===== src/rtl/ff_reg_arbiter.sv =====
// ff_reg_arbiter: round-robin owner of a shared negedge register (req/clr_req/wdata in; gnt/busy/q out)
module ff_reg_arbiter #(
  parameter int N = 4,
  parameter int W = 8,
  parameter int HOLD_MAX = 4
) (
  input  logic           clk,
  input  logic           rst,
  input  logic [N-1:0]   req,
  input  logic [N-1:0]   clr_req,
  input  logic [N*W-1:0] wdata,
  output logic [N-1:0]   gnt,
  output logic           busy,
  output logic [W-1:0]   q
);
  localparam int PW = $clog2(N);
  localparam int HW = $clog2(HOLD_MAX) + 1;
  typedef enum logic {IDLE, OWN} state_t;
  state_t        state;
  logic [PW-1:0] owner, last, pick;
  logic [HW-1:0] hcnt;
  logic          found;
  always_comb begin
    pick = '0;
    found = 1'b0;
    for (int k = 1; k <= N; k++) begin
      if (!found && req[(int'(last) + k) % N]) begin
        pick = PW'((int'(last) + k) % N);
        found = 1'b1;
      end
    end
  end
  assign busy = |gnt;
  always_ff @(negedge clk or posedge rst) begin
    if (rst) begin
      state <= IDLE;
      owner <= '0;
      last  <= PW'(N - 1);
      hcnt  <= '0;
      gnt   <= '0;
      q     <= '0;
    end else if (state == IDLE) begin
      if (found) begin
        owner <= pick;
        last  <= pick;
        gnt   <= N'(1) << pick;
        hcnt  <= '0;
        state <= OWN;
      end
    end else if (!req[owner]) begin
      gnt   <= '0;
      state <= IDLE;
    end else begin
      q    <= clr_req[owner] ? '0 : wdata[int'(owner)*W +: W];
      hcnt <= hcnt + 1'b1;
      if (hcnt == HW'(HOLD_MAX - 1)) begin
        gnt   <= '0;
        state <= IDLE;
      end
    end
  end
endmodule


===== config.mk =====
export PLATFORM = sky130hd
export DESIGN_NAME = ff_reg_arbiter
export DESIGN_NICKNAME = d
export VERILOG_FILES = /design/src/rtl/ff_reg_arbiter.sv
export SDC_FILE = /design/constraint.sdc
export NUM_CORES = 1
export LEC_CHECK = 0
export ABC_AREA = 0
export BUFFER_PORTS_ARGS = -buffer_cell sky130_fd_sc_hd__buf_4
export CAP_MARGIN = 15
export CORE_MARGIN = 3
export CORE_UTILIZATION = 46
export CTS_CLUSTER_SIZE = 10
export DETAILED_ROUTE_END_ITERATION = 12
export PLACE_DENSITY = 0.79
export SETUP_SLACK_MARGIN = 0.05
export SYNTH_ARGS = -nofsm -noshare
export SYNTH_HDL_FRONTEND = slang
export SYNTH_SLANG_ARGS = --single-unit
export TNS_END_PERCENT = 10

===== constraint.sdc =====
create_clock -name clk -period 2.17 [get_ports clk]
set_clock_uncertainty 0.15 [all_clocks]
set_input_delay 0.217 -clock clk [delete_from_list [all_inputs] [get_ports clk]]
set_output_delay 0.217 -clock clk [all_outputs]
set_load 0.03 [all_outputs]

# ---- Word-level counts from Yosys, hierarchy flattened
# Cells that the tools add are included.
dict set report op_classes {
  n_addsub 5
  n_eq_ne 3
  reduce_logical 16
  magnitude_cmp 5
  bitwise_logic 5
  muxes 36
  shifts 2
}
# operator n
set ops {}
lappend ops {{$shiftx 32x6->8} 1}
lappend ops {{$mux 1} 18}
lappend ops {{$lt 3x4->1 const B} 4}
lappend ops {{$mux 4} 4}
lappend ops {{$bmux 1 s2} 6}
lappend ops {{$mux 3} 3}
lappend ops {{$mux 2} 4}
lappend ops {{$mux 8} 1}
lappend ops {{$reduce_and 2->1} 4}
lappend ops {{$reduce_or 2->1} 4}
lappend ops {{$add 2x1->2 const B} 2}
lappend ops {{$add 2x2->2 const B} 2}
lappend ops {{$and 1x1->1 const A} 4}
lappend ops {{$reduce_or 4->1} 1}
lappend ops {{$shl 1x2->4 const A} 1}
lappend ops {{$add 3x1->3 const B} 1}
lappend ops {{$eq 3x2->1 const B} 1}
lappend ops {{$logic_and 1x1->1} 3}
lappend ops {{$logic_not 1->1} 3}
lappend ops {{$lt 2x3->1 const B} 1}
lappend ops {{$ne 3x2->1 const B} 1}
lappend ops {{$ne 2x1->1 const B} 1}
lappend ops {{$reduce_bool 2->1} 1}
lappend ops {{$not 1->1} 1}
dict set report word_totals {
  reg_bits 20
  word_cells 78
  in_bits 42
  output_inout_bits 13
}

# ---- Longest topological paths before layout
# Gate-level depths: netlist of run 1.
dict set report depth {
  ltp_word 19
  ltp_mapped 6
}

==> results of run 1 <==
placed cells by master (no fill, tap or decap), drive strengths merged, types with 2 or more instances in the layout:
cell | synthesis | layout
buf | 3 | 66
dfrtn | 18 | 18
inv | 13 | 14
nand2 | 13 | 13
o21ai | 13 | 13
mux4 | 9 | 9
nand2b | 5 | 5
clkbuf | 2 | 4
nand3 | 3 | 3
or2 | 2 | 2
o22a | 2 | 2
mux2i | 2 | 2
a21oi | 2 | 2
o2bb2ai | 2 | 2
a22o | 2 | 2
ha | 2 | 2
dfstp | 2 | 2
mux2 | 2 | 2
metal layers:
metal	vias to the layer above	wire, um
li1	524	-
met1	504	1140
met2	39	1560
met3	2	203
met4	0	22
met5	-	0
sequential cells by signal (all words and copies together) (netlist names):
| register | cells |
|---|---|
| q | 8 |
| hcnt | 3 |
| owner | 2 |
| last | 2 |
| state | 1 |
| gnt | 4 |
logic make-up (layout without fill, tap and decap cells):
| kind of cell | after synthesis | after routing | synth area share, % |
|---|---|---|---|
| buf+inv | 18 | 84 | 6.56 |
| compound gates | 25 | 25 | 13.7 |
| mux | 13 | 13 | 23.3 |
| fa+ha+maj | 2 | 2 | 2.12 |
| simple gates | 28 | 28 | 11.9 |
| flops | 20 | 20 | 42.5 |
through the flow:
step	setup WS (ns)	utilization, %	hold slack [ns]	power (W)
finish	-0.640	80.3	0.302	0.00241
global route	-0.674	80.3	0.327	0.00257
CTS	-0.635	79.2	0.306	0.00240
detailed placement	-0.408	74.3	0.285	0.00209
global placement	-0.378	74.3	0.279	0.00204
floorplan	-0.365	-	0.259	0.00161
area by class of cell:
type                    instances  area (um2)  share of cell area (%)
clock buffers                   4        26.3                    1.41
clock inverters                 2        7.51                   0.403
inverters                      12        45.0                    2.42
multi-input cells              68         641                    34.4
flip-flops and latches         20         503                    27.0
well taps                      28        35.0                    1.88
repair buffers                 66         604                    32.5
critical path, cell delays in order (launching register included):
cell and delay, ns:
dfrtn_1 0.37, or4_4 0.53, buf_6 0.15
what timing repair did:
action                                  in CTS  in global routing
pin swaps                                    7                  2
setup buffers                                0                  2
gates resized for setup                     23                  8
endpoints found under the setup margin      28                 30
worst max-delay path by stage:
stage,startpoint,endpoint
after global placement,req[3],owner[0]
after detailed placement,req[3],owner[0]
after floorplan,gnt[3],busy
final,gnt[3],busy
after global routing,gnt[3],busy
after CTS,gnt[3],busy
power groups by stage:
stage | sequential (W) | clock [W] | combinational, W
final | 0.000711 | 0.000196 | 0.00150
after floorplan | 0.000837 | 0.00000866 | 0.000767
after CTS | 0.000707 | 0.000200 | 0.00150
after global routing | 0.000735 | 0.000224 | 0.00161
after detailed placement | 0.000696 | 0.00000866 | 0.00138
after global placement | 0.000690 | 0.00000866 | 0.00135
==> run_results.csv, run 1 <==
group,metric,value,unit
status,status,"finished, violations left",
status,violations,"setup timing",
floorplan,dieArea,3210,um2
global_route,antenna_found_initial,0,
floorplan,rows,17,
worst_setup_path,rr_endpoint,"q[6]",
cts,cts-root-buf,"clkbuf_4",
cts,clock_sinks,20,
worst_hold_path,whs_path_depth,2,
finish,fillers,138,
power,pwr-share-comb,62.4,%
sta,rsz0062_at_grt,"yes",
job,max-cap-violations,0,
worst_setup_path,reg2reg_from,"owner[0]",
cts,cts.hold.buffers_added,0,
synthesis,synth_top_area_cell,"dfrtn_1",
power,pwr-share-seq,29.5,%
global_route,busiest_layer,"met2",
worst_setup_path,reg2reg_slack,0.33,ns
global_route,grt_use_met3,4.14,%
global_route,grt_usage,19.7,%
finish,area_growth,57.5,%
placement,gp_congestion,0.781,
cts,tritoncts.num_buffers,3,
detailed_routing,detail-route-antenna-nets,0,
finish,antenna_cells,0,
worst_setup_path,worstPathRequired,1.80,ns
global_route,overflow,0,
cts,cts_max_path_buffers,2,
synthesis,synth_area_leaders,"dfrtn_1 38%, mux4_1 18%, dfstp_2 4.4%",
global_route,first_global_vias,1109,
synthesis,synthCells,106,
sta,maxSlewViolCount,0,
sta,timing.final.ws_setup,-0.640,ns
detailed_routing,drc,0,
placement,placedCellCount,195,
sta,hold_viol,0,
placement,place_area,1720,um2
finish,fin_cells,200,
worst_setup_path,start_kind,"register",
synthesis,synth-seq-area-share,42.5,%
synthesis,ys_ff_latch,20,
detailed_routing,first_pass_iters,4,
finish,layout-drive-gt1-share,47.7,%
synthesis,yosys_warnings,0,
worst_hold_path,min_to,"q[6]",
worst_setup_path,ff2ff_path_depth,4,
placement,place.detailed.hpwl,2.42,mm
detailed_routing,viasPerCell,5.35,
worst_setup_path,cp_data_arrival_time,2.44,ns
power,leakage,0.926,nW
worst_hold_path,hp-class,"register to register",
synthesis,synth_edf_count,0,
synthesis,synth_ff_type,"dfrtn_1",
global_route,use_met2,36.1,%
synthesis,syn_avg_cell_area,11.2,um2
sta,worst_pin_slew,0.368,ns
sta,finalSetupTns,-3.01,ns
finish,layout.nets,217,
worst_setup_path,crit_fanout,2,
global_route,grt_pass1_wl,4.94,mm
worst_setup_path,end_kind,"output pin",
placement,numPortBuffers,54,
global_route,met1_usage,22.0,%
worst_setup_path,path_class,"register to output pin",
synthesis,synthesis.area,1180,um2
floorplan,start_util,51.0,%
detailed_routing,drt_iter0_drc,34,
synthesis,synthesis.nets,150,
cts,clk_latency,0.35,ns
sta,slew-limit-headroom,75.4,%
power,netSwitchingFraction,40.8,%
floorplan,pin_count,55,
power,power.internal,0.00143,W
synthesis,async_flop_share,100,%
detailed_routing,wl_per_cell,14.6,um
detailed_routing,routed_wl,2.93,mm
floorplan,die_w,56.7,um
sta,setup_viol,18,
floorplan,coreArea,2320,um2
power,powerDensity,1300,nW/um2
synthesis,ys_types,32,
finish,postLayoutCellArea,1860,um2
cts,cts_tree,"done",
cts,cts.clk_slew.worst_paths,0.08,ns
power,power.switching,0.000983,W
power,pwr-share-clk,8.1,%
floorplan,fp.dieH,56.7,um
cts,h-tree-depth,1,
worst_hold_path,min-delay-start,"q[6]",
synthesis,synth_common_cells,"18 x dfrtn_1, 13 x inv_1, 13 x nand2_1, 8 x mux4_1",
detailed_routing,vias,1069,
synthesis,synth_most_common_cell,"dfrtn_1",
synthesis,yosys.area.top_type_share,38.1,%
global_route,grt_max_degree,14,
power,ir_worst_vdd,0.834,mV
(Power assumes the default switching activity.)
==> run 2: changes to the inputs <==
--- a/config.mk
+++ b/config.mk
@@ -8,11 +8,14 @@
 export ABC_AREA = 0
 export BUFFER_PORTS_ARGS = -buffer_cell sky130_fd_sc_hd__buf_4
 export CAP_MARGIN = 15
+export CELL_PAD_IN_SITES_DETAIL_PLACEMENT = 2
+export CELL_PAD_IN_SITES_GLOBAL_PLACEMENT = 2
 export CORE_MARGIN = 3
-export CORE_UTILIZATION = 46
+export CORE_UTILIZATION = 27
+export CTS_BUF_LIST = sky130_fd_sc_hd__clkbuf_16
 export CTS_CLUSTER_SIZE = 10
 export DETAILED_ROUTE_END_ITERATION = 12
-export PLACE_DENSITY = 0.79
+export PLACE_DENSITY_LB_ADDON = 0.1
 export SETUP_SLACK_MARGIN = 0.05
 export SYNTH_ARGS = -nofsm -noshare
 export SYNTH_HDL_FRONTEND = slang
==> run_results.csv, run 2 (synthesized netlist as in run 1, its figures left out) <==
group,metric,value,unit
worst_hold_path,hp-class,"register to register",
finish,regMostFlops,"q",
global_route,first_global_vias,1358,
power,ir_worst_vdd,0.496,mV
cts,cts.clk_slew.worst_paths,0.05,ns
placement,gp_congestion,0.810,
floorplan,start_util,28.7,%
global_route,antenna_found_initial,0,
detailed_routing,viasPerCell,5.10,
cts,cts.hold.buffers_added,0,
global_route,grt_max_degree,17,
finish,postLayoutCellArea,2050,um2
finish,fin_util,49.9,%
cts,cts-root-buf,"clkbuf_16",
job,max-cap-violations,0,
cts,clock_sinks,20,
sta,maxSlewViolCount,0,
worst_setup_path,cp_data_arrival_time,2.39,ns
sta,worst_pin_slew,0.414,ns
sta,slew-limit-headroom,72.4,%
worst_setup_path,worstPathRequired,1.80,ns
global_route,grt_pass1_wl,6.77,mm
detailed_routing,wl_per_cell,19.4,um
worst_setup_path,start_kind,"register",
status,violations,"setup timing",
placement,place.detailed.hpwl,3.19,mm
power,powerDensity,1430,nW/um2
sta,timing.final.ws_setup,-0.591,ns
sta,setup_viol,26,
floorplan,fp.dieH,72.2,um
detailed_routing,drc,0,
cts,clk_latency,0.33,ns
finish,largest_reg_flops,8,
worst_setup_path,end_kind,"output pin",
placement,place_area,1780,um2
floorplan,pin_count,55,
finish,fillers,426,
floorplan,coreArea,4120,um2
worst_setup_path,path_class,"register to output pin",
cts,cts_tree,"done",
finish,multi_input_area,668,um2
cts,tritoncts.num_buffers,3,
sta,hold_viol,0,
detailed_routing,detail-route-antenna-nets,0,
cts,cts_max_path_buffers,2,
floorplan,die_w,72.2,um
power,leakage,1.00,nW
floorplan,rows,23,
finish,antenna_cells,0,
detailed_routing,vias,1157,
finish,seqCellArea,503,um2
sta,timing.hold.ws,0.298,ns
finish,area_growth,73.8,%
power,totalPowerFinal,0.00294,W
floorplan,dieArea,5210,um2
finish,final_common_cell,"buf_4",
global_route,overflow,0,
detailed_routing,drt_iter0_drc,25,
finish,layout-drive-gt1-share,53.7,%
finish,layout.nets,222,
cts,h-tree-depth,1,
finish,final_cell_mix,"43 x buf_4, 24 x buf_6, 18 x dfrtn_1, 14 x inv_1, 13 x nand2_1",
global_route,grt_usage,17.1,%
status,status,"finished, violations left",
sta,rsz0062_at_grt,"yes",
placement,numPortBuffers,54,
worst_setup_path,crit_fanout,2,
finish,largestRegisters,"q x8, gnt x4, hcnt x3",
detailed_routing,first_pass_iters,4,
detailed_routing,routed_wl,4.40,mm
-- run 2: cell types whose count changed in the layout (fill, tap and decap cells not counted), moves of 3 or more --
cell,before,now
clkbuf_16,0,4
clkbuf_4,3,0
buf_6,17,24
nand3_1,3,0
nand3_2,0,3
o21ai_2,1,6
o21ai_0,4,1
-- run 2: path summary, 6_finish.rpt --
| kind | start | end | slack (ns) | cells past startpoint |
|---|---|---|---|---|
| max | gnt[2] | busy | -0.59 | 2 |
| min | hcnt[0] | hcnt[0] | 0.30 | 1 |
| max reg2reg | owner[0] | q[1] | 0.21 | 4 |
| min reg2reg | hcnt[0] | hcnt[0] | 0.30 | 1 |
| max in group asynchronous | rst | q[1] | 0.67 | 3 |
| min in group asynchronous | rst | q[5] | 0.75 | 2 |
-- run 2: stage by stage --
| stage | setup TNS [ns] | setup slack [ns] | instances |
|---|---|---|---|
| after floorplan | -3.63 | -0.365 | 106 |
| after detailed placement | -7.51 | -0.474 | 220 |
| after global placement | -6.72 | -0.403 | 220 |
| after global routing | -4.55 | -0.615 | 227 |
| final | -3.47 | -0.591 | 227 |
| after CTS | -3.49 | -0.600 | 226 |
-- run 2: where the power goes --
group	leakage [nW]	internal [W]	total [W]	switching [W]
Sequential	0.254	0.000560	0.000717	0.000157
Combinational	0.690	0.000884	0.00174	0.000856
Clock	0.0599	0.000325	0.000487	0.000162
Total	1.00	0.00177	0.00294	0.00117
-- run 2: cell type report --
type / count / share of cell area [%]
Timing Repair Buffer: 71 / 32.5
Tap cell: 50 / 3.05
Multi-Input combinational cell: 68 / 32.5
Inverter: 12 / 2.19
Clock buffer: 4 / 4.87
Sequential cell: 20 / 24.5
Clock inverter: 2 / 0.365
-- run 2: routing by layer --
metal	global-route usage [%]	wire length, um
met1	18.6	1640
met4	3.34	65
met3	3.19	227
met5	0	0
met2	33.8	2470
-- run 2: worst max-delay path, cell delays in order (launching register included) --
cell and delay (ns):
dfrtn_1 0.34, or4_4 0.53, buf_6 0.15
-- run 2: repair_timing --
action	4_1_cts	5_1_grt
pin swaps	6	7
buffers inserted	1	3
gates resized for setup	25	21
setup endpoints to repair	33	33
endpoints found under the hold margin	0	0
==> run 3: changes to the inputs <==
--- a/config.mk
+++ b/config.mk
@@ -5,16 +5,17 @@
 export SDC_FILE = /design/constraint.sdc
 export NUM_CORES = 1
 export LEC_CHECK = 0
-export ABC_AREA = 0
+export ABC_AREA = 1
 export BUFFER_PORTS_ARGS = -buffer_cell sky130_fd_sc_hd__buf_4
 export CAP_MARGIN = 15
 export CELL_PAD_IN_SITES_DETAIL_PLACEMENT = 2
 export CELL_PAD_IN_SITES_GLOBAL_PLACEMENT = 2
 export CORE_MARGIN = 3
-export CORE_UTILIZATION = 27
+export CORE_UTILIZATION = 26
 export CTS_BUF_LIST = sky130_fd_sc_hd__clkbuf_16
 export CTS_CLUSTER_SIZE = 10
 export DETAILED_ROUTE_END_ITERATION = 12
+export GPL_ROUTABILITY_DRIVEN = 0
 export PLACE_DENSITY_LB_ADDON = 0.1
 export SETUP_SLACK_MARGIN = 0.05
 export SYNTH_ARGS = -nofsm -noshare
==> run_results.csv, run 3 <==
group,metric,value,unit
status,status,"finished, violations left",
status,violations,"setup timing",
power,leakage,1.31,nW
synthesis,ys_types,31,
finish,layout.nets,333,
finish,fillers,607,
finish,final_cell_mix,"55 x buf_4, 48 x nand2_1, 19 x nand3_1, 19 x buf_6",
detailed_routing,wl_per_cell,16.2,um
finish,antenna_cells,0,
cts,cts-root-buf,"clkbuf_16",
floorplan,die_w,81.8,um
power,powerDensity,1630,nW/um2
synthesis,synthesis.nets,259,
synthesis,synth_edf_count,0,
worst_setup_path,start_kind,"register",
detailed_routing,detail-route-antenna-nets,0,
detailed_routing,vias,1714,
cts,clock_sinks,20,
power,ir_worst_vdd,0.528,mV
global_route,overflow,0,
finish,regMostFlops,"q",
sta,setup_viol,23,
finish,largestRegisters,"q x8, gnt x4, hcnt x3",
sta,finalSetupTns,-3.44,ns
placement,place.detailed.hpwl,4.45,mm
sta,maxSlewViolCount,0,
synthesis,yosys_warnings,0,
synthesis,yosys.area.top_type_share,30.1,%
sta,worst_pin_slew,0.366,ns
worst_setup_path,worstPathRequired,1.80,ns
floorplan,rows,26,
detailed_routing,viasPerCell,4.79,
synthesis,syn_avg_cell_area,6.95,um2
sta,slew-limit-headroom,75.6,%
cts,cts.clk_slew.worst_paths,0.05,ns
worst_setup_path,cp_data_arrival_time,2.39,ns
synthesis,async_flop_share,100,%
global_route,grt_usage,19.1,%
synthesis,synthesis.area,1500,um2
placement,placedCellCount,351,
cts,tritoncts.num_buffers,3,
synthesis,synthCells,215,
finish,fin_cells,358,
worst_hold_path,hp-class,"register to register",
synthesis,synth_most_common_cell,"nand2_1",
global_route,grt_max_degree,21,
synthesis,synth_top_area_cell,"dfrtn_1",
floorplan,start_util,28.0,%
synthesis,synth_ff_type,"dfrtn_1",
cts,cts_max_path_buffers,2,
synthesis,ys_ff_latch,20,
finish,seqCellArea,503,um2
job,max-cap-violations,0,
worst_setup_path,path_class,"register to output pin",
floorplan,pin_count,55,
detailed_routing,first_pass_iters,4,
cts,h-tree-depth,1,
global_route,grt_pass1_wl,9.78,mm
worst_setup_path,crit_fanout,2,
synthesis,synth_area_leaders,"dfrtn_1 30%, nand2_1 16%, nand3_1 8.0%",
synthesis,synth-seq-area-share,33.6,%
global_route,antenna_found_initial,0,
floorplan,dieArea,6700,um2
cts,cts_tree,"done",
finish,largest_reg_flops,8,
detailed_routing,drc,0,
sta,timing.final.ws_setup,-0.586,ns
finish,area_growth,68.9,%
floorplan,coreArea,5340,um2
synthesis,synth_common_cells,"64 x nand2_1, 24 x nand3_1, 19 x nor2_1, 18 x dfrtn_1, 17 x o21ai_0",
placement,pre_cts_slack,-0.612,ns
sta,rsz0062_at_grt,"yes",
detailed_routing,routed_wl,5.80,mm
sta,hold_viol,0,
sta,timing.hold.ws,0.299,ns
finish,layout-drive-gt1-share,47.6,%
placement,numPortBuffers,54,
cts,clk_latency,0.33,ns
finish,multi_input_area,1050,um2
detailed_routing,drt_iter0_drc,23,
finish,final_common_cell,"buf_4",
worst_setup_path,end_kind,"output pin",
global_route,first_global_vias,1892,
floorplan,fp.dieH,81.8,um
-- run 3: cell count changes after synthesis, sizes merged, moves of 3 or more --
| cell | before | now |
|---|---|---|
| nand2 | 13 | 76 |
| nand3 | 3 | 25 |
| nor2 | 1 | 21 |
| o21ai | 13 | 24 |
| mux4 | 9 | 0 |
| o22ai | 1 | 8 |
| inv | 13 | 18 |
| nand2b | 5 | 0 |
| buf | 3 | 6 |
| nand4 | 0 | 3 |
-- run 3: worst paths after layout --
path | start | endpoint | slack, ns | depth (start not counted)
min in group asynchronous | rst | q[0] | 0.79 | 3
max in group asynchronous | rst | last[1] | 0.80 | 3
min reg2reg | q[3] | q[3] | 0.30 | 2
min | q[3] | q[3] | 0.30 | 2
max reg2reg | last[0] | owner[1] | 0 | 11
max | gnt[0] | busy | -0.59 | 2
-- run 3: critical path, cell delays in order, from the launching register on --
cell and delay [ns]:
dfrtn_1 0.34, or4_4 0.53, buf_6 0.15
-- run 3: per-layer routing --
layer / wire, um / share of wire [%] / GRT usage (%)
met1: 2410 / 42 / 22.5
met2: 3150 / 54 / 36.5
met3: 232 / 4.0 / 3.18
met4: 0 / 0 / 2.49
met5: 0 / 0 / 0
-- run 3: repair_timing --
item	CTS	global route
resized for setup	54	8
pin swaps	10	3
buffers inserted	1	1
hold buffers	0	0
cloned	0	0
setup endpoints to repair	33	33
-- run 3: cell families after synthesis --
| logic type | synth area share [%] |
|---|---|
| compound gates | 14.1 |
| fa+ha+maj | 1.67 |
| flops | 33.6 |
| simple gates | 41.2 |
| buf+inv | 9.37 |
-- run 3: cell type report --
type                    instances  share of cell area (%)
clock inverters                 3                    1.49
clock buffers                   3                    2.97
flip-flops and latches         20                    19.9
well taps                      70                    3.47
multi-input cells             167                    41.8
repair buffers                 77                    27.0
inverters                      18                    3.37
-- run 3: where the power goes --
group          total (W)  switching [W]  internal, W
clock           0.000528       0.000157     0.000371
sequential      0.000744       0.000192     0.000552
combinational    0.00285        0.00170      0.00115
total            0.00412        0.00205      0.00207
-- run 3: per-stage QoR --
stage	cell area, um2	utilization (%)	total power [W]
after floorplan	1570	-	0.00236
after global placement	2180	40.8	0.00310
after detailed placement	2180	40.8	0.00320
after CTS	2490	46.7	0.00411
after global routing	2520	47.3	0.00449
final	2520	47.3	0.00412
